**src/rtl/osc_bank_if.sv**
```systemverilog
// Host config port and mixed sample output of the oscillator bank.
interface osc_bank_if #(
  parameter int CH_BITS   = 2,
  parameter int WAVE_BITS = 6
);
  logic                         cfg_valid;
  logic                         cfg_ready;
  logic [CH_BITS:0]             cfg_addr;
  logic [15:0]                  cfg_wdata;
  logic [WAVE_BITS+CH_BITS-1:0] mix_out;
  logic                         sample_valid;

  modport master (output cfg_valid, cfg_addr, cfg_wdata,
                  input  cfg_ready, mix_out, sample_valid);
  modport slave  (input  cfg_valid, cfg_addr, cfg_wdata,
                  output cfg_ready, mix_out, sample_valid);
endinterface

```
**src/rtl/osc_bank.sv**
```systemverilog
// Time-multiplexed oscillator bank: one channel serviced per slot, one summed
// sample per frame of NUM_CH+1 cycles, with per-channel saturating pitch sweep.
module osc_bank #(
  parameter int NUM_CH      = 4,
  parameter int CH_BITS     = 2,
  parameter int OCT_BITS    = 4,
  parameter int MANT_BITS   = 10,
  parameter int WAVE_BITS   = 6,
  parameter int DIV_BITS    = 18,
  parameter int SWEEP_SHIFT = 2
) (
  input  logic       clk,
  input  logic       reset,
  osc_bank_if.slave  bus
);
  localparam int PF_BITS   = MANT_BITS - 1 + OCT_BITS;
  localparam int SLOT_BITS = $clog2(NUM_CH + 1);
  localparam int NTICK     = 2**OCT_BITS + SWEEP_SHIFT;
  localparam int TI_BITS   = $clog2(NTICK);
  localparam int MIX_BITS  = WAVE_BITS + CH_BITS;

  logic [NUM_CH-1:0][15:0]          word0, word1;
  logic [NUM_CH-1:0][WAVE_BITS-1:0] phase;
  logic [NUM_CH-1:0][MANT_BITS-1:0] cnt;
  logic [SLOT_BITS-1:0]             slot;
  logic [DIV_BITS-1:0]              div, div_inc, div_rise;
  logic [MIX_BITS-1:0]              acc, mix_q;
  logic                             sv_q;

  // tick[k] marks the frame whose end-of-frame increment raises divider bit k-1
  logic [NTICK-1:0] tick;
  assign div_inc  = div + 1'b1;
  assign div_rise = div_inc & ~div;
  assign tick[0]  = 1'b1;
  for (genvar k = 1; k < NTICK; k++) begin : g_tick
    if (k <= DIV_BITS) begin : g_bit
      assign tick[k] = div_rise[k-1];
    end else begin : g_none
      assign tick[k] = 1'b0;
    end
  end

  logic                 in_ch;
  logic [CH_BITS-1:0]   ch;
  logic [PF_BITS-1:0]   pf, pf_step;
  logic [MANT_BITS-2:0] mant;
  logic [OCT_BITS-1:0]  oct, sw_oct;
  logic [TI_BITS-1:0]   sw_idx;
  logic [1:0]           mode;
  logic [3:0]           duty;
  logic                 sw_down, sw_on;

  assign in_ch   = slot < SLOT_BITS'(NUM_CH);
  assign ch      = slot[CH_BITS-1:0];
  assign pf      = word0[ch][PF_BITS-1:0];
  assign mant    = pf[MANT_BITS-2:0];
  assign oct     = pf[PF_BITS-1 -: OCT_BITS];
  assign mode    = word1[ch][1:0];
  assign duty    = word1[ch][5:2];
  assign sw_down = word1[ch][6];
  assign sw_on   = word1[ch][7];
  assign sw_oct  = word1[ch][8 +: OCT_BITS];
  assign sw_idx  = TI_BITS'(sw_oct) + TI_BITS'(SWEEP_SHIFT);
  assign pf_step = sw_down ? pf - 1'b1 : pf + 1'b1;

  logic osc_en, sweep_we;
  assign osc_en   = in_ch && (mode != 2'b00) && (oct != '1) && tick[oct];
  assign sweep_we = in_ch && sw_on && (sw_oct != '1) && tick[sw_idx] &&
                    (sw_down ? (pf != '0) : (pf != '1));

  logic [WAVE_BITS-1:0] wave;
  always_comb begin
    wave = '0;
    case (mode)
      2'b01:   wave = phase[ch];
      2'b10:   wave = {WAVE_BITS{phase[ch][WAVE_BITS-1]}};
      2'b11:   wave = (phase[ch][WAVE_BITS-1 -: 4] < duty) ? '1 : '0;
      default: wave = '0;
    endcase
  end

  // Sweep has priority on the config port; the host retries while ready is low
  logic               host_we;
  logic [CH_BITS-1:0] host_ch;
  assign bus.cfg_ready = !sweep_we;
  assign host_ch       = bus.cfg_addr[CH_BITS:1];
  assign host_we       = bus.cfg_valid && !sweep_we &&
                         ({1'b0, host_ch} < (CH_BITS+1)'(NUM_CH));

  always_ff @(posedge clk) begin
    if (reset) begin
      word0 <= '1;
      word1 <= '0;
      phase <= '0;
      cnt   <= '0;
      slot  <= '0;
      div   <= '0;
      acc   <= '0;
      mix_q <= '0;
      sv_q  <= 1'b0;
    end else begin
      sv_q <= !in_ch;
      if (in_ch) begin
        acc  <= acc + MIX_BITS'(wave);
        slot <= slot + 1'b1;
        if (osc_en) begin
          if (cnt[ch] == '0) begin
            cnt[ch]   <= {1'b1, mant} - 1'b1;
            phase[ch] <= phase[ch] + 1'b1;
          end else begin
            cnt[ch] <= cnt[ch] - 1'b1;
          end
        end
      end else begin
        mix_q <= acc;
        acc   <= '0;
        div   <= div_inc;
        slot  <= '0;
      end
      if (sweep_we) begin
        word0[ch][PF_BITS-1:0] <= pf_step;
      end else if (host_we) begin
        if (bus.cfg_addr[0]) word1[host_ch] <= bus.cfg_wdata;
        else                 word0[host_ch] <= bus.cfg_wdata;
      end
    end
  end

  assign bus.mix_out      = mix_q;
  assign bus.sample_valid = sv_q;

  // Stored-but-unused config bits and the divider top rise bit
  logic unused_bits;
  assign unused_bits = ^{word0, word1, div_rise};
endmodule

```
**src/flat_wrapper.sv**
```systemverilog
// flat-port wrapper written by rule: the top's interface ports become plain ports
module osc_bank_flat 
#(
  parameter int NUM_CH      = 4,
  parameter int CH_BITS     = 2,
  parameter int OCT_BITS    = 4,
  parameter int MANT_BITS   = 10,
  parameter int WAVE_BITS   = 6,
  parameter int DIV_BITS    = 18,
  parameter int SWEEP_SHIFT = 2
)
  (clk, reset, bus_cfg_valid, bus_cfg_addr, bus_cfg_wdata, bus_cfg_ready, bus_mix_out, bus_sample_valid);
  osc_bank_if #(.CH_BITS(CH_BITS), .WAVE_BITS(WAVE_BITS)) bus_i ();
  input  logic clk;
  input  logic reset;
  input wire logic [$bits(bus_i.cfg_valid)-1:0] bus_cfg_valid;
  input wire logic [$bits(bus_i.cfg_addr)-1:0] bus_cfg_addr;
  input wire logic [$bits(bus_i.cfg_wdata)-1:0] bus_cfg_wdata;
  output wire logic [$bits(bus_i.cfg_ready)-1:0] bus_cfg_ready;
  output wire logic [$bits(bus_i.mix_out)-1:0] bus_mix_out;
  output wire logic [$bits(bus_i.sample_valid)-1:0] bus_sample_valid;
  assign bus_i.cfg_valid = bus_cfg_valid;
  assign bus_i.cfg_addr = bus_cfg_addr;
  assign bus_i.cfg_wdata = bus_cfg_wdata;
  assign bus_cfg_ready = bus_i.cfg_ready;
  assign bus_mix_out = bus_i.mix_out;
  assign bus_sample_valid = bus_i.sample_valid;
  osc_bank #(.NUM_CH(NUM_CH), .CH_BITS(CH_BITS), .OCT_BITS(OCT_BITS), .MANT_BITS(MANT_BITS), .WAVE_BITS(WAVE_BITS), .DIV_BITS(DIV_BITS), .SWEEP_SHIFT(SWEEP_SHIFT)) u_core (.clk(clk), .reset(reset), .bus(bus_i));
endmodule
```
**config.mk**
```make
export PLATFORM = sky130hd
export DESIGN_NAME = osc_bank_flat
export DESIGN_NICKNAME = d
export VERILOG_FILES = /design/src/rtl/osc_bank_if.sv /design/src/rtl/osc_bank.sv /design/src/flat_wrapper.sv
export SDC_FILE = /design/constraint.sdc
export NUM_CORES = 1
export LEC_CHECK = 0
export ABC_AREA = 1
export CAP_MARGIN = 20
export CORE_MARGIN = 3
export CORE_UTILIZATION = 50
export CTS_BUF_LIST = sky130_fd_sc_hd__clkbuf_4 sky130_fd_sc_hd__clkbuf_8
export DETAILED_ROUTE_END_ITERATION = 6
export PLACE_DENSITY = 0.69
export REMOVE_ABC_BUFFERS = 1
export SYNTH_ARGS = -nofsm -noshare
export SYNTH_HDL_FRONTEND = slang
export SYNTH_SLANG_ARGS = --single-unit
```
**constraint.sdc**
```tcl
create_clock -name clk -period 3.5 [get_ports clk]
set_clock_uncertainty 0.05 [all_clocks]
set_input_delay 0.525 -clock clk [delete_from_list [all_inputs] [get_ports clk]]
set_output_delay 0.525 -clock clk [all_outputs]
set_load 0.05 [all_outputs]
```
==> results of run 1 <==
## layout make-up
| cell class | count | share of cell area, % |
|---|---|---|
| repair buffers | 112 | 7.56 |
| flip-flops and latches | 200 | 29.8 |
| well taps | 319 | 2.97 |
| clock buffers | 18 | 1.79 |
| clock inverters | 14 | 1.16 |
| inverters | 171 | 4.87 |
| multi-input cells | 1395 | 51.8 |
## power by group through the flow
stage	clock (mW)	sequential, mW	combinational [mW]
after floorplan	0	2.49	1.24
after global placement	0	2.48	1.91
after detailed placement	0	2.48	1.93
after CTS	1.55	2.43	1.96
after global routing	1.64	2.44	2.27
final	1.53	2.43	2.06
## layer usage
layer,routed length [um],global-route usage [%]
met3,2820,4.36
met2,16800,44.8
met1,16100,38.3
met5,0,0
met4,944,9.15
## timing repair
action / in CTS / in global routing
setup buffers: 4 / 18
gates resized for setup: 15 / 35
hold buffers: 0 / 0
endpoints found under the setup margin: 24 / 63
gates cloned: 0 / 1
pin swaps: 3 / 16
## path summary, 6_finish.rpt
path / endpoint / start / slack (ns) / cells after the start
max: bus_cfg_ready / u_core.div[3] / -0.05 / 17
min: u_core.cnt[1] / u_core.cnt[1] / 0.41 / 2
max reg2reg: u_core.word0[34] / u_core.div[3] / 0.09 / 21
min reg2reg: u_core.cnt[1] / u_core.cnt[1] / 0.41 / 2
## critical path, stage by stage, from the launching register on
cell     delay [ns]
dfxtp_2        0.35
nand2_2        0.07
nor3_2         0.18
inv_1          0.07
nor2_1         0.13
inv_2          0.07
nor4_4         0.29
nand2_2        0.12
nor4_4         0.23
ha_2           0.24
nand3_2        0.09
nand3_2        0.08
nand3_2        0.06
nand3_2        0.07
nand2_2        0.07
nand2_4        0.10
nand2_8        0.08
buf_8          0.16
## registers in the layout, indices dropped and copies added, names as in the netlist
signal / count
u_core.acc: 8
u_core.bus.mix_out: 8
u_core.bus.sample_valid: 1
u_core.cnt: 40
u_core.div: 16
u_core.phase: 24
u_core.slot: 3
u_core.word0: 52
u_core.word1: 48
## synth_stat cells, types with 15 or more instances
cell	count	area (um^2)
nand4_1	41	257
xor2_1	15	131
clkbuf_1	38	143
nand3_1	254	1270
o22ai_1	16	100
nand3b_1	21	158
nand2_1	498	1870
buf_4	17	128
ha_1	45	563
buf_2	33	165
dfxtp_1	200	4000
o21ai_0	94	470
a21oi_1	91	455
nor2_1	246	923
inv_1	161	604
## stage by stage
step / hold slack (ns) / cells / setup slack, ns / TNS, ns
final: 0.405 / 2229 / -0.0470 / -0.0470
after CTS: 0.406 / 2210 / -0.00794 / -0.00794
after detailed placement: 0.389 / 2174 / -0.0603 / -0.389
after global placement: 0.384 / 2174 / 0.00674 / 0
after global routing: 0.425 / 2229 / -0.261 / -4.52
after floorplan: 0.375 / 1766 / -3.23 / -383.88
## cell families (layout without fill, tap and decap cells)
logic type               Yosys count  after routing  synth area share [%]
buffers and inverters            274            315                  10.2
multiplexers                       1              1                0.0831
adder cells (fa/ha/maj)           47             47                  5.01
AO/OA/AOI/OAI                    222            222                  9.99
flip-flops                       200            200                  33.2
XOR/XNOR                          25             25                  1.82
AND/OR/NAND/NOR                 1100           1100                  39.7
==> key figures, run 1 <==
Outcome
  – Status: finished, violations left
  – Failing checks: setup timing

Finish
  – Share of cells above drive strength 1: under 10%
  – Post-layout nets: between 1500 and 2000
  – Storage cell area: 4010 um^2
  – Most frequent cells in the layout: nand2_1 (491), nand3_1 (248), nor2_1 (246), dfxtp_1 (196), inv_1 (157)
  – Fin area: between 10000 and 15000 um^2
  – ANT cells: 0
  – # fillers: ~2300
  – Final core utilization: between 50% and 60%
  – Multi-input gate area in the final layout: between 6000 and 7000 um^2
  – Synth-to-layout area growth: 11.7%
  – Commonest non-fill, non-tap cell in the layout: nand2_1

Power and ir drop
  – Sequential share of power: 40.4%
  – P_int: ~3.6 mW
  – Tot Pwr: 6.02 mW
  – Leak Pwr: between 6 and 7 nW
  – Comb pwr share: between 30% and 40%
  – Fraction of power spent switching nets: about two fifths
  – Maximum vdd drop: between 200 and 300 uV
  – Net Sw Power: approximately 2.4 mW
  – Power Dens Cells: about 450 nW/um^2
  – Clk pwr share: between 20% and 30%

Timing
  – F_max: approximately 280 MHz
  – Unrepaired setup endpoints after global routing: true
  – Tcrit/Tclk final: 101%
  – Final hold viol count: 0
  – Max-slew headroom: 34.1%
  – Endpoints failing setup: 1
  – Minimum clock period: between 3 and 4 ns
  – Worst-Margin Slew: about 1 ns
  – Setup ws final: -0.0470 ns
  – Slew Limit Fails: 0

Routing
  – DR iter-0 viols: between 1000 and 1500
  – Post-DR wirelength/cell: about 16 um
  – Antenna Nets Post-Route: 0
  – DRT Pass-1 Iters: 6
  – DRC viols: 0
  – Routed WL: between 30000 and 40000 um
  – Vias per Instance: approximately 5.6
  – Vias: roughly 12000

Yosys
  – Unique masters post-synth: 45
  – Sequential cell area fraction in the yosys report: between 30% and 40%
  – Synth Register Bits: 200
  – Async SR Flop Fraction: 0%
  – Post-synthesis cell area: 12000 um^2
  – EDFF count, synth: 0
  – Ys Warns: 0
  – Syn Area/Cell: around 6.4 um^2
  – Most used DFF post-synth: dfxtp_1
  – Synth Instances: around 1900

Setup path
  – Startpoint types: flip-flop
  – WP data required: between 2 and 3 ns
  – Kind of critical path: flip-flop to output port
  – Worst Setup End Kind: output port
  – Max FO, Critical Path: 7
  – CP arrival: between 2 and 3 ns

GRT
  – Initial antenna violation count: 0
  – GRT Resource Usage Total: approximately 28%
  – First-pass GRT wire length: 58600 um
  – Largest net degree at the start of global routing: 133
  – Vias in the first global route: about 11000
  – Grt ovf: 0

CTS
  – Clock Latency Late Sink: around 0.5 ns
  – Htree depth: 4
  – Clock root cell: clkbuf_8
  – Clk buf depth: 2
  – CTS tree: done
  – Clk sinks: 200
  – Num CTS Buffers: 17
  – CTS clock-pin slew for the worst setup and hold paths: around 0.11 ns

Place
  – DP Area: around 13000 um^2
  – GP Congestion: between 0.9 and 1
  – PortBufs: 28
  – DP HPWL: 25100 um

Worst hold path
  – Worst Hold Class: flip-flop to flip-flop

Floorplan
  – Die ar.: 26000 um^2
  – Area of the core: approximately 24000 um^2
  – Initial Util: approximately half
  – IO Pins: 32
  – Die height: between 150 and 200 um
  – Site row count: 56
  – Die width: approximately 160 um

Flow run
  – Maximum capacitance violations: 0
(Power assumes the default switching activity.)
==> run 2: changes to the inputs <==
--- a/config.mk
+++ b/config.mk
@@ -11,6 +11,7 @@
 export CORE_UTILIZATION = 50
 export CTS_BUF_LIST = sky130_fd_sc_hd__clkbuf_4 sky130_fd_sc_hd__clkbuf_8
 export DETAILED_ROUTE_END_ITERATION = 6
+export GPL_TIMING_DRIVEN = 1
 export PLACE_DENSITY = 0.69
 export REMOVE_ABC_BUFFERS = 1
 export SYNTH_ARGS = -nofsm -noshare
==> results of run 2 <==
Same layout as run 1: the final DEF is identical, and so are final timing and power.
==> run 3: changes to the inputs <==
--- a/config.mk
+++ b/config.mk
@@ -12,7 +12,7 @@
 export CTS_BUF_LIST = sky130_fd_sc_hd__clkbuf_4 sky130_fd_sc_hd__clkbuf_8
 export DETAILED_ROUTE_END_ITERATION = 6
 export GPL_TIMING_DRIVEN = 1
-export PLACE_DENSITY = 0.69
+export PLACE_DENSITY = 0.68
 export REMOVE_ABC_BUFFERS = 1
 export SYNTH_ARGS = -nofsm -noshare
 export SYNTH_HDL_FRONTEND = slang
==> run 3 against run 2 <==
  * The flow now finishes without violations
  * Critical path depth grew 2
  * Die area is the same
  * Final area grew 0.37%
  * Power grew 1.1%
  * Clock power grew 3%
  * Via count shrank 1.3%
  * Count of clock-buffer cells in the layout shrank 1
  * Sequential cell count is the same
  * Core utilization grew 0.21 points
  * Non-clock buffer count shrank 4
  * Fmax grew 4.6%
  * Hold slack lost 0.0024 ns
  * Critical endpoint unchanged
  * Largest cell class unchanged
==> key figures, run 3 (synthesis gave the netlist of run 1 again) <==
Outcome
  – Status: finished, final reports clean

Floorplan
  – Die width: ~160 um
  – Area of the core: around 24000 um^2
  – Initial Util: 51.2%
  – Die height: roughly 160 um
  – Die ar.: between 20000 and 30000 um^2
  – Site row count: 56
  – IO Pins: 32

Timing
  – Slew Limit Fails: 0
  – Setup ws final: 0.109 ns
  – F_max: 295 MHz
  – Worst-Margin Slew: roughly 0.93 ns
  – Endpoints failing setup: 0
  – Max-slew headroom: a little under two fifths
  – Final hold viol count: 0
  – Minimum clock period: around 3.4 ns
  – Setup_tns: 0 ns
  – Unrepaired setup endpoints after global routing: true
  – Tcrit/Tclk final: a little under 100%

GRT
  – Largest net degree at the start of global routing: approximately 130
  – Initial antenna violation count: 0
  – First-pass GRT wire length: roughly 59000 um
  – Grt ovf: 0
  – GRT Resource Usage Total: between 20 and 30%
  – Vias in the first global route: approximately 11000

Place
  – DP HPWL: ~25000 um
  – Pre-CTS WS: -0.0349 ns
  – PortBufs: 28
  – GP Congestion: between 0.9 and 1

Power and ir drop
  – Maximum vdd drop: roughly 250 uV
  – Leak Pwr: slightly above 6 nW
  – Power Dens Cells: ~450 nW/um^2

Worst hold path
  – Hold_sp: u_core.cnt[30]
  – Hold Crit Depth: 2
  – Worst Hold End: u_core.cnt[30]
  – Worst Hold Class: flip-flop to flip-flop

Routing
  – DRC viols: 0
  – DRT Pass-1 Iters: 6
  – Vias: 12297
  – DR iter-0 viols: between 1000 and 1500
  – Routed WL: 37100 um
  – Post-DR wirelength/cell: about 17 um
  – Vias per Instance: around 5.5
  – Antenna Nets Post-Route: 0

Setup path
  – Kind of critical path: flip-flop to output port
  – Max FO, Critical Path: 3
  – Worst Setup End Kind: output port
  – CP arrival: about 2.8 ns
  – Worst r2r path cells: 24
  – Startpoint types: flip-flop
  – R2R Path End: u_core.word0[43]
  – WP data required: a little under 3 ns
  – Worst R2R Setup Slack: ~0.15 ns
  – FF-to-FF Start: u_core.div[3]

CTS
  – Clock Latency Late Sink: 0.48 ns
  – Clk sinks: 200
  – Htree depth: 4
  – Hold_buf cts: 0
  – Clock root cell: clkbuf_8
  – CTS clock-pin slew for the worst setup and hold paths: ~0.11 ns
  – Num CTS Buffers: 17
  – Clk buf depth: 2
  – CTS tree: done

Finish
  – # fillers: about 2300
  – Final core utilization: a little under three fifths
  – ANT cells: 0
  – Post-layout nets: 1963
  – Share of cells above drive strength 1: approximately a tenth
  – Commonest non-fill, non-tap cell in the layout: nand2_1
  – Largest regs: u_core.word0 x52, u_core.word1 x48, u_core.cnt x40
  – Reg with most FFs: u_core.word0
  – Most frequent cells in the layout: nand2_1 (492), nand3_1 (250), nor2_1 (243), dfxtp_1 (196), inv_1 (158)
  – Synth-to-layout area growth: 12.1%
  – Max reg flops: 52

Flow run
  – Maximum capacitance violations: 0
==> run 3: worst max path at each step <==
stage	start	end	slack, ns	cells after the start
after floorplan	u_core.slot[0]	u_core.word0[54]	-3.23	18
after global placement	u_core.slot[0]	u_core.word0[33]	0.01	17
after detailed placement	u_core.slot[0]	u_core.word0[35]	-0.03	17
after CTS	u_core.div[5]	bus_cfg_ready	0.01	17
after global routing	u_core.div[3]	bus_cfg_ready	-0.06	19
final	u_core.div[3]	bus_cfg_ready	0.11	19
==> run 3: per-layer routing <==
metal	vias to the layer above	global-route usage, %	routed length (um)
met5	-	0	0
met4	0	6.77	645
met3	58	4.64	2720
met2	470	45.6	17100
met1	5646	39.1	16600
li1	6123	-	-
==> run 3: timing repair <==
item | CTS | global route
cloned | 1 | 2
endpoints found under the setup margin | 24 | 100
gates resized for setup | 19 | 38
pin swaps | 9 | 14
buffers inserted | 11 | 5
==> run 3: final cells by class <==
class / instances / area, um^2 / area share [%]
multi-input cells: 1396 / 7020 / 52.0
clock buffers: 17 / 234 / 1.73
well taps: 319 / 399 / 2.96
repair buffers: 108 / 1010 / 7.47
clock inverters: 15 / 175 / 1.30
inverters: 171 / 652 / 4.83
flip-flops and latches: 200 / 4010 / 29.7
==> run 3: critical path: stages (launching register included) <==
cell,delay [ns]
dfxtp_2,0.35
nand2_2,0.08
nor3_2,0.19
inv_1,0.09
buf_4,0.13
buf_4,0.12
buf_4,0.12
buf_4,0.12
buf_4,0.12
buf_4,0.13
nor2_4,0.06
ha_2,0.19
nand2_2,0.06
nand3_2,0.06
nand3_2,0.08
nand3_2,0.07
nand2_2,0.06
nand2_4,0.09
nand2_8,0.07
buf_8,0.16
==> run 3: through the flow <==
step | power [mW] | instance area [um^2] | cells | hold slack, ns
floorplan | 3.73 | 11500 | 1766 | 0.375
global placement | 4.40 | 12700 | 2175 | 0.382
detailed placement | 4.41 | 12700 | 2175 | 0.389
CTS | 6.00 | 13300 | 2219 | 0.406
global route | 6.40 | 13500 | 2226 | 0.430
finish | 6.09 | 13500 | 2226 | 0.403
==> run 3: report_power, final <==
part           switching (mW)  internal (mW)
combinational            1.40          0.681
sequential             0.0589           2.37
clock                   0.968          0.604
